$ cat src/rtl/sys_array_pkg.sv
// Shared types and helpers for the systolic-array output collector.
package sys_array_pkg;

   // Collector control states
   typedef enum logic [1:0] {
      IDLE  = 2'd0,
      RUN   = 2'd1,
      DRAIN = 2'd2
   } collector_state_t;

   // Width of one array result lane (products are double width)
   function automatic int lane_w(input int data_width);
      return 2 * data_width;
   endfunction

   // Cycles from in_valid until every lane of that row is aligned
   function automatic int deskew_depth(input int base_lat, input int array_w);
      return base_lat + array_w - 1;
   endfunction

endpackage

$ cat src/rtl/sys_array_row_fifo.sv
// Aligned-row FIFO. The read port is a register that always holds the head
// entry, so a write into an empty FIFO is visible one cycle later. A write
// on a full FIFO is only accepted when a read frees a slot on the same edge.
module sys_array_row_fifo #(
   parameter int WIDTH = 8,
   parameter int DEPTH = 4
) (
   input  logic             clk,
   input  logic             reset_n,
   input  logic             wr_en,
   input  logic [WIDTH-1:0] wr_data,
   input  logic             rd_en,
   output logic [WIDTH-1:0] rd_data,
   output logic             rd_valid,
   output logic             full,
   output logic             empty
);
   localparam int AW = $clog2(DEPTH);

   logic [AW:0]      wr_ptr;
   logic [AW:0]      rd_ptr;
   logic [AW:0]      wr_next;
   logic [AW:0]      rd_next;
   logic [WIDTH-1:0] mem [DEPTH];
   logic             do_wr;
   logic             do_rd;
   logic [WIDTH-1:0] head_next;

   // Extra pointer MSB distinguishes full from empty
   assign empty   = (wr_ptr == rd_ptr);
   assign full    = (wr_ptr[AW] != rd_ptr[AW]) && (wr_ptr[AW-1:0] == rd_ptr[AW-1:0]);
   assign do_rd   = rd_en && !empty;
   assign do_wr   = wr_en && (!full || do_rd);
   assign rd_next = rd_ptr + (AW+1)'(do_rd);
   assign wr_next = wr_ptr + (AW+1)'(do_wr);

   // Head entry after this edge; a write landing as the only entry bypasses memory
   always_comb begin
      head_next = mem[rd_next[AW-1:0]];
      if (do_wr && (rd_next == wr_ptr)) head_next = wr_data;
   end

   // Storage array, no reset needed since reads are qualified by the pointers
   always_ff @(posedge clk) begin
      if (do_wr) mem[wr_ptr[AW-1:0]] <= wr_data;
   end

   // Pointer update
   always_ff @(posedge clk or negedge reset_n) begin
      if (!reset_n) begin
         wr_ptr <= '0;
         rd_ptr <= '0;
      end else begin
         wr_ptr <= wr_next;
         rd_ptr <= rd_next;
      end
   end

   // Registered read port; data only moves when a head entry exists so it
   // holds steady while the consumer stalls
   always_ff @(posedge clk or negedge reset_n) begin
      if (!reset_n) begin
         rd_data  <= '0;
         rd_valid <= 1'b0;
      end else begin
         rd_valid <= (wr_next != rd_next);
         if (wr_next != rd_next) rd_data <= head_next;
      end
   end

endmodule

$ cat src/rtl/sys_array_out_collector.sv
// Output collector for the systolic array: deskews the diagonal column
// results back into whole rows, queues them, and hands them downstream with
// valid/ready and a last-row flag.
// Optional feature: define SYS_COLLECTOR_OVF_EN to get the sticky `overflow`
// output, which flags a row dropped on a full FIFO.
module sys_array_out_collector
   import sys_array_pkg::*;
#(
   parameter int DATA_WIDTH = 8,
   parameter int ARRAY_W    = 4,
   parameter int ARRAY_L    = 4,
   parameter int BASE_LAT   = ARRAY_L,
   parameter int FIFO_DEPTH = 4
) (
   input  logic                              clk,
   input  logic                              reset_n,
   input  logic                              in_valid,
   input  logic                              in_last,
   input  logic [2*DATA_WIDTH*ARRAY_W-1:0]   out_module,
   output logic [2*DATA_WIDTH*ARRAY_W-1:0]   res_data,
   output logic                              res_valid,
   output logic                              res_last,
   input  logic                              res_ready,
   output logic                              busy
`ifdef SYS_COLLECTOR_OVF_EN
   ,
   output logic                              overflow
`endif
);
   localparam int LW = lane_w(DATA_WIDTH);
   localparam int D  = deskew_depth(BASE_LAT, ARRAY_W);
   localparam int RW = LW * ARRAY_W;

   collector_state_t           state;
   logic                       tag;
   logic [D:1]                 vld_pipe;
   logic [D:1]                 last_pipe;
   logic                       row_vld;
   logic                       row_last;
   logic [ARRAY_W-1:0][LW-1:0] aligned;
   logic                       fifo_full;
   logic                       fifo_empty;
   logic                       fifo_rd;
   logic                       wr_ok;
   logic [RW:0]                fifo_q;

   // Rows are tagged in IDLE/RUN; in_valid during DRAIN belongs to no batch
   assign tag = in_valid && (state != DRAIN);

   // Column j arrives j cycles after column 0, so it needs ARRAY_W-1-j delays
   for (genvar j = 0; j < ARRAY_W; j++) begin : g_lane
      localparam int NS = ARRAY_W - 1 - j;
      if (NS == 0) begin : g_pass
         assign aligned[j] = out_module[LW*j +: LW];
      end else begin : g_dly
         logic [NS-1:0][LW-1:0] sr;
         // Delay this column's results toward the alignment point
         always_ff @(posedge clk or negedge reset_n) begin
            if (!reset_n) begin
               sr <= '0;
            end else begin
               sr[0] <= out_module[LW*j +: LW];
               for (int k = 1; k < NS; k++) sr[k] <= sr[k-1];
            end
         end
         assign aligned[j] = sr[NS-1];
      end
   end

   // Row tags travel D cycles so they meet the aligned row
   always_ff @(posedge clk or negedge reset_n) begin
      if (!reset_n) begin
         vld_pipe  <= '0;
         last_pipe <= '0;
      end else begin
         vld_pipe[1]  <= tag;
         last_pipe[1] <= tag && in_last;
         for (int k = 2; k <= D; k++) begin
            vld_pipe[k]  <= vld_pipe[k-1];
            last_pipe[k] <= last_pipe[k-1];
         end
      end
   end

   assign row_vld  = vld_pipe[D];
   assign row_last = last_pipe[D];

   // A read on the same edge frees the slot, so a full FIFO still accepts
   assign fifo_rd = res_ready && !fifo_empty;
   assign wr_ok   = row_vld && (!fifo_full || fifo_rd);

   sys_array_row_fifo #(
      .WIDTH (RW + 1),
      .DEPTH (FIFO_DEPTH)
   ) u_fifo (
      .clk      (clk),
      .reset_n  (reset_n),
      .wr_en    (wr_ok),
      .wr_data  ({row_last, aligned}),
      .rd_en    (res_ready),
      .rd_data  (fifo_q),
      .rd_valid (res_valid),
      .full     (fifo_full),
      .empty    (fifo_empty)
   );

   assign res_data = fifo_q[RW-1:0];
   assign res_last = fifo_q[RW];

   // Batch control; the batch ends when its last row leaves the deskew
   // pipe, whether the FIFO took it or not
   always_ff @(posedge clk or negedge reset_n) begin
      if (!reset_n) begin
         state <= IDLE;
         busy  <= 1'b0;
      end else begin
         case (state)
            IDLE: begin
               if (in_valid) begin
                  state <= in_last ? DRAIN : RUN;
                  busy  <= 1'b1;
               end
            end
            RUN: begin
               if (in_valid && in_last) state <= DRAIN;
            end
            DRAIN: begin
               if (row_vld && row_last) begin
                  state <= IDLE;
                  busy  <= 1'b0;
               end
            end
            default: begin
               state <= IDLE;
               busy  <= 1'b0;
            end
         endcase
      end
   end

`ifdef SYS_COLLECTOR_OVF_EN
   // Sticky record of any aligned row lost to a full FIFO
   always_ff @(posedge clk or negedge reset_n) begin
      if (!reset_n)                overflow <= 1'b0;
      else if (row_vld && !wr_ok)  overflow <= 1'b1;
   end
`endif

endmodule

$ cat config.mk
export PLATFORM = sky130hd
export DESIGN_NAME = sys_array_out_collector
export DESIGN_NICKNAME = d
export VERILOG_FILES = /design/src/rtl/sys_array_pkg.sv /design/src/rtl/sys_array_row_fifo.sv /design/src/rtl/sys_array_out_collector.sv
export SDC_FILE = /design/constraint.sdc
export NUM_CORES = 1
export LEC_CHECK = 0
export ABC_AREA = 1
export BUFFER_PORTS_ARGS = -buffer_cell sky130_fd_sc_hd__buf_2
export CAP_MARGIN = 20
export CORE_MARGIN = 3
export CORE_UTILIZATION = 59
export DETAILED_ROUTE_END_ITERATION = 8
export GPL_TIMING_DRIVEN = 0
export HOLD_SLACK_MARGIN = 0.08
export PLACE_DENSITY = 0.91
export REMOVE_ABC_BUFFERS = 1
export SETUP_SLACK_MARGIN = 0.5
export SLEW_MARGIN = 0
export SYNTH_ARGS = -nofsm -noshare
export SYNTH_HDL_FRONTEND = slang
export SYNTH_SLANG_ARGS = --single-unit
$ cat constraint.sdc
create_clock -name clk -period 4.9 [get_ports clk]
set_clock_uncertainty 0.15 [all_clocks]
set_input_delay 0.49 -clock clk [delete_from_list [all_inputs] [get_ports clk]]
set_output_delay 0.49 -clock clk [all_outputs]
set_load 0.03 [all_outputs]
* After elaboration in Yosys (flattened, before gate mapping)
Memories as Yosys holds them, arrays and structs flattened.
Index checks and enable logic that the tools add are counted.
** Word-level totals
- Register bits after elaboration :: 185
- Memory bits (writable) :: 260
- Input port bits :: 69
- Output and inout bits :: 67
- Word-level logic and storage cells :: 55
- Memories kept :: 1
** Memory list
- u_fifo.mem :: words 4, width 65, rd ports 1, clocked after memory_dff 0, write ports 1, line sys_array_row_fifo.sv:24 : logic [WIDTH-1:0] mem [DEPTH];
** Operators by class
- Add/subtract/negate cells :: 2
- Eq/ne operators :: 11
- Multiplexer cells :: 11
- Bitwise operators :: 1
- Reduce and logical (&&, ||, !) cells :: 15
** Operators with widths (count)
- two-way mux 65 bit :: 1
- logical AND 1 bit :: 9
- two-way mux 2 bit :: 4
- inequality test 2 bit, second input constant :: 4
- adder 3 x 1 -> 3 bit :: 2
- == test 3 bit :: 2
- one-hot mux 2 bit (3 select lines) :: 1
- AND reduction 3 bit :: 2
- two-way mux 1 bit :: 4
- inequality test 3 bit :: 1
- one-hot mux 1 bit (3 select lines) :: 1
- == test 2 x 1 -> 1 bit, second input constant :: 1
- == test 2 bit :: 1
- == test 2 bit, second input constant :: 1
- logical NOT 1 bit :: 2
- logical NOT 2 bit :: 1
- logical OR 1 bit :: 1
- inequality test 1 bit :: 1
- NOT 1 bit :: 1

* Longest topological paths before layout
- Depth in word-level cells :: 8
- Gate-level depth with buffers :: 19
- Depth with buffers taken out :: 17

* Hierarchy
A second synthesis with hierarchy kept.
** Second synthesis, totals
- Cell total of the unflattened synthesis :: 1322
- Area total of the unflattened synthesis :: 16688.5 um2
** By module, submodules not included
- sys_array_row_fifo :: instances 1, cells each 1182, area an instance 13738.2 um2, sequential area each 9609.2 um2
- sys_array_out_collector :: instances 1, cells each 140, area an instance 2950.3 um2, sequential area each 2827.7 um2

* Worst setup path before layout
OpenSTA, ideal clock, no wires.
- Path kind :: flip-flop to flip-flop
- From :: register u_fifo.wr_ptr[1]
- To :: memory u_fifo.mem[0][0] in the netlist's numbering (enable)
- Setup time :: 0.488 ns
- Arrival time :: 3.784 ns
- Required time :: 4.262 ns
- Setup slack :: 0.478 ns
- Cell stages (with the launch flop) :: 10
- Path buffers :: 1
- Clock period less this slack :: 4.422 ns
- Cells stage by stage :: dfrtp_1 -> inv_2 -> nand2_1 -> nand2_1 -> nand2_1 -> nor2_1 -> nor2_4 -> buf_2 -> nand2_1 -> nor2_1
** On the way
- Cells in the longest elaborated chain, start to end :: 8
- Elaborated cells between the ends (all ways) :: 11
- Those cells by class :: eq/ne (2); mux (2); reduce/logical (7)
** Ends and longest elaborated chain
- start, declared :: line sys_array_row_fifo.sv:20 : logic [AW:0] wr_ptr;
- start signal, assigned :: line sys_array_row_fifo.sv:54 : wr_ptr <= wr_next;
- == test 3 bit or == test 2 bit (tied branches) :: line sys_array_row_fifo.sv:30, sys_array_row_fifo.sv:31
- logical NOT 1 bit or logical AND 1 bit (tied branches) :: line sys_array_row_fifo.sv:32, sys_array_out_collector.sv:89, sys_array_row_fifo.sv:31
- logical AND 1 bit or logical NOT 1 bit (tied branches)
- logical OR 1 bit :: line sys_array_row_fifo.sv:33, sys_array_out_collector.sv:90
- logical AND 1 bit :: line sys_array_out_collector.sv:90 : assign wr_ok = row_vld && (!fifo_full || fifo_rd);
- logical AND 1 bit :: line sys_array_row_fifo.sv:33 : assign do_wr = wr_en && (!full || do_rd);
- two-way mux 1 bit :: line sys_array_row_fifo.sv:45 : if (do_wr) mem[wr_ptr[AW-1:0]] <= wr_data;
- two-way mux 1 bit (implied by the code) :: line sys_array_row_fifo.sv:45
- end, declared :: line sys_array_row_fifo.sv:24
Several ways; a longest one is shown, not always the timed one.

* Final worst setup path
- From :: register u_fifo.wr_ptr[1]
- To :: register u_fifo.rd_data[1]
** On the way
- Elaborated cells between the ends (all ways) :: 16
- Those cells by class :: add/sub (2); eq/ne (4); mux (1); reduce/logical (8); memory (1)
** RTL lines
- == test 3 bit * :: line sys_array_row_fifo.sv:30 : assign empty = (wr_ptr == rd_ptr);
- logical NOT 1 bit * :: line sys_array_row_fifo.sv:32 : assign do_rd = rd_en && !empty;
- logical AND 1 bit * :: line sys_array_row_fifo.sv:32
- adder 3 x 1 -> 3 bit * :: line sys_array_row_fifo.sv:34 : assign rd_next = rd_ptr + (AW+1)'(do_rd);
- net u_fifo.rd_next[1] :: line sys_array_row_fifo.sv:23 : logic [AW:0] rd_next;
- parallel branches: the longest is 3 deep, another holds memory (4 x 65 bit)
- end signal, assigned :: line sys_array_row_fifo.sv:67 : if (wr_next != rd_next) rd_data <= head_next;
- end, declared :: line sys_array_row_fifo.sv:13 : output logic [WIDTH-1:0] rd_data,
Mark *: on every way through the listed nets, which the timed path passes.
A chain may end at the register's enable or synchronous reset.

==> flow_summary_export.csv <==
group,metric,value,unit
drt,vias_per_cell,5.51,
global_route,grt_pass1_wl,59300,um
setup_path,reg2reg_to,"u_fifo.rd_data[1]",
place,place_hpwl,19800,um
synth,ys.flop_type,"edfxtp_1",
cts,htree_levels,2,
sta,final_hold_viol_count,0,
synth,ys_seq_elements,445,
sta,grt_setup_unrepaired,"yes",
cts,numCtsBuffers,43,
finish,n_fill_cell,1683,
setup_path,reg2reg_slack,0.73,ns
cts,cts_tree,"done",
place,gp_congestion,0.720,
sta,finalSetupViolCount,0,
worst_hold_path,hold_depth,0,
cts,clk_latency,0.54,ns
finish,n_antenna_cell,0,
sta,worstMarginPinSlew,0.689,ns
sta,finalCriticalPeriod,4.17,ns
setup_path,worstPathArrival,4.49,ns
floorplan,std_cell_rows,61,
finish,final_common_cell,"nand2_1",
setup_path,path_max_fanout,76,
drt,first_iter_violations,1038,
place,dpl.cell_count,1894,
floorplan,dieArea,30400,um2
synth,synthArstFlopShare,41.6,%
finish,final_cell_mix,"544 x nand2_1, 260 x edfxtp_1, 199 x nand3_1, 185 x dfrtp_1, 134 x buf_2",
floorplan,core,27900,um2
synth,syn_area_per_cell,11.6,um2
floorplan,pin_count,136,
setup_path,critPathLaunchType,"flop",
sta,post-route-period-util,85.2,%
worst_hold_path,hp-start,"g_lane[0].g_dly.sr[21]",
sta,max_freq,240,MHz
finish,drive_above_1_share,14.3,%
cts,cts_root_buffer,"clkbuf_16",
floorplan,die_h,174,um
global_route,grt_overflow,0,
cts,clk_pin_slew,0.06,ns
drt,final_antenna_net_count,0,
synth,yosysSeqAreaShare,74.3,%
setup_path,cp-end-kind,"flop",
drt,totalWireLength,37500,um
place,io_buffers,135,
finish,finalNonFillerCells,2045,
cts,clk_path_buf_depth,3,
drt,vias,11300,
synth,ys_warn_count,0,
global_route,grt_max_degree,111,
job,max_cap_viol_count,0,
setup_path,r2r_start,"u_fifo.wr_ptr[1]",
setup_path,ff2ff_path_depth,16,
global_route,grt_usage,24.5,%
setup_path,cp.required,5.22,ns
status,run_status,"complete, no violations",
global_route,grt_pass1_vias,11500,
synth,syn_area,16700,um2
drt,post_drt_wl_per_cell,18.4,um
cts,clock_sinks,445,
sta,slew_violations,0,
setup_path,path_class,"flop to flop",
sta,slew_headroom,54.0,%
worst_hold_path,hold_end,"aligned[5]",
floorplan,die_w,174,um
finish,nets,1706,
worst_hold_path,min-delay-path-class,"flop to flop",
synth,synth-edff-count,260,
drt,first_pass_iters,5,
global_route,antenna_found_initial,0,
synth,synth_cell_type_count,20,
drt,drc,0,
finish,synthToLayoutAreaGrowth,20.3,%
floorplan,initial_core_util,60.1,%
synth,syn_inst,1443,
-- what timing repair did --
action / 4_1_cts / 5_1_grt
setup buffers: 1 / 2
pin swaps: 1 / 1
resized for setup: 3 / 3
endpoints found under the hold margin: 190 / 0
endpoints found under the setup margin: 65 / 65
hold buffers: 68 / 0
gates cloned: 0 / 1
-- layout make-up --
| cell class | count | area [um2] | area share [%] |
|---|---|---|---|
| Sequential cell | 445 | 12400 | 61.8 |
| Multi-Input combinational cell | 839 | 3680 | 18.3 |
| Timing Repair Buffer | 223 | 1770 | 8.80 |
| Clock buffer | 64 | 1290 | 6.40 |
| Tap cell | 378 | 473 | 2.35 |
| Inverter | 81 | 309 | 1.54 |
| Clock inverter | 15 | 171 | 0.851 |
-- cell usage after synthesis, types with 2 or more instances --
library cell / count / share of area [%]
inv_2: 3 / 0.067
buf_1: 10 / 0.22
buf_6: 10 / 0.67
buf_4: 5 / 0.22
edfxtp_1: 260 / 47
a21oi_1: 70 / 2.1
nand3_1: 199 / 6.0
nor2_1: 9 / 0.20
xor2_1: 3 / 0.16
nand2_1: 545 / 12
clkbuf_1: 24 / 0.54
xnor2_1: 3 / 0.16
inv_1: 78 / 1.7
ha_1: 4 / 0.30
dfrtp_1: 185 / 28
o21ai_0: 2 / 0.060
buf_2: 30 / 0.90
-- per-stage QoR --
step                      setup TNS, ns  setup slack (ns)  hold WS [ns]  cell area (um2)  util [%]
after CTS                             0             0.574         0.198            20100      72.1
after detailed placement              0             0.170         0.185            17900      64.3
after floorplan                 -206.62             -2.92        0.0444            16300         -
after global placement         -1369.60             -8.96         0.182            17500      62.6
after global routing                  0             0.446         0.199            20100      72.3
final                                 0             0.727         0.195            20100      72.3
-- worst max path at each step --
stage                     startpoint                  to  slack, ns
CTS                 u_fifo.wr_ptr[1]   u_fifo.rd_data[1]       0.57
detailed placement  u_fifo.wr_ptr[1]   u_fifo.rd_data[1]       0.17
global route        u_fifo.wr_ptr[1]   u_fifo.rd_data[1]       0.45
global placement    u_fifo.wr_ptr[2]  u_fifo.rd_data[14]      -8.96
finish              u_fifo.wr_ptr[1]   u_fifo.rd_data[1]       0.73
floorplan           u_fifo.rd_ptr[2]   u_fifo.rd_data[0]      -2.92
-- registers in the layout (all words and copies together), names as in the netlist, 2 cells and up --
name,cells
u_fifo.mem,260
u_fifo.rd_data,65
g_lane.g_dly.sr,64
aligned,32
last_pipe,7
vld_pipe,7
u_fifo.rd_ptr,3
u_fifo.wr_ptr,3
state,2
-- kinds of logic (layout without fill, tap and decap cells) --
kind of cell	after synthesis	in the layout	share of synthesized area [%]
simple gates	756	757	18.5
flops	445	445	74.3
compound gates	72	72	2.15
buf+inv	160	383	4.37
fa+ha+maj	4	4	0.299
xor+xnor	6	6	0.314
-- critical path: stages, from the launching register on --
cell and delay (ns):
dfrtp_1 0.51, inv_2 0.17, nand2_1 0.08, nand2_1 0.08, nand2_1 0.08, o21ai_0 0.16, inv_1 0.09, ha_4 0.17
ha_4 0.56, buf_16 0.34, xor2_1 0.20, nor2_4 0.30, nand2_8 0.25, inv_4 0.34, buf_12 0.29, nand2_1 0.13
nand2_1 0.10
-- metal layers --
layer	share of wire (%)	track usage, %
met1	38	30.9
met2	53	43.5
met3	6.6	3.45
met4	2.3	9.12
met5	0	0
Power is left out: the tool's default activity adds up to more than one toggle a clock period on the data nets, which glitch-free logic cannot reach.
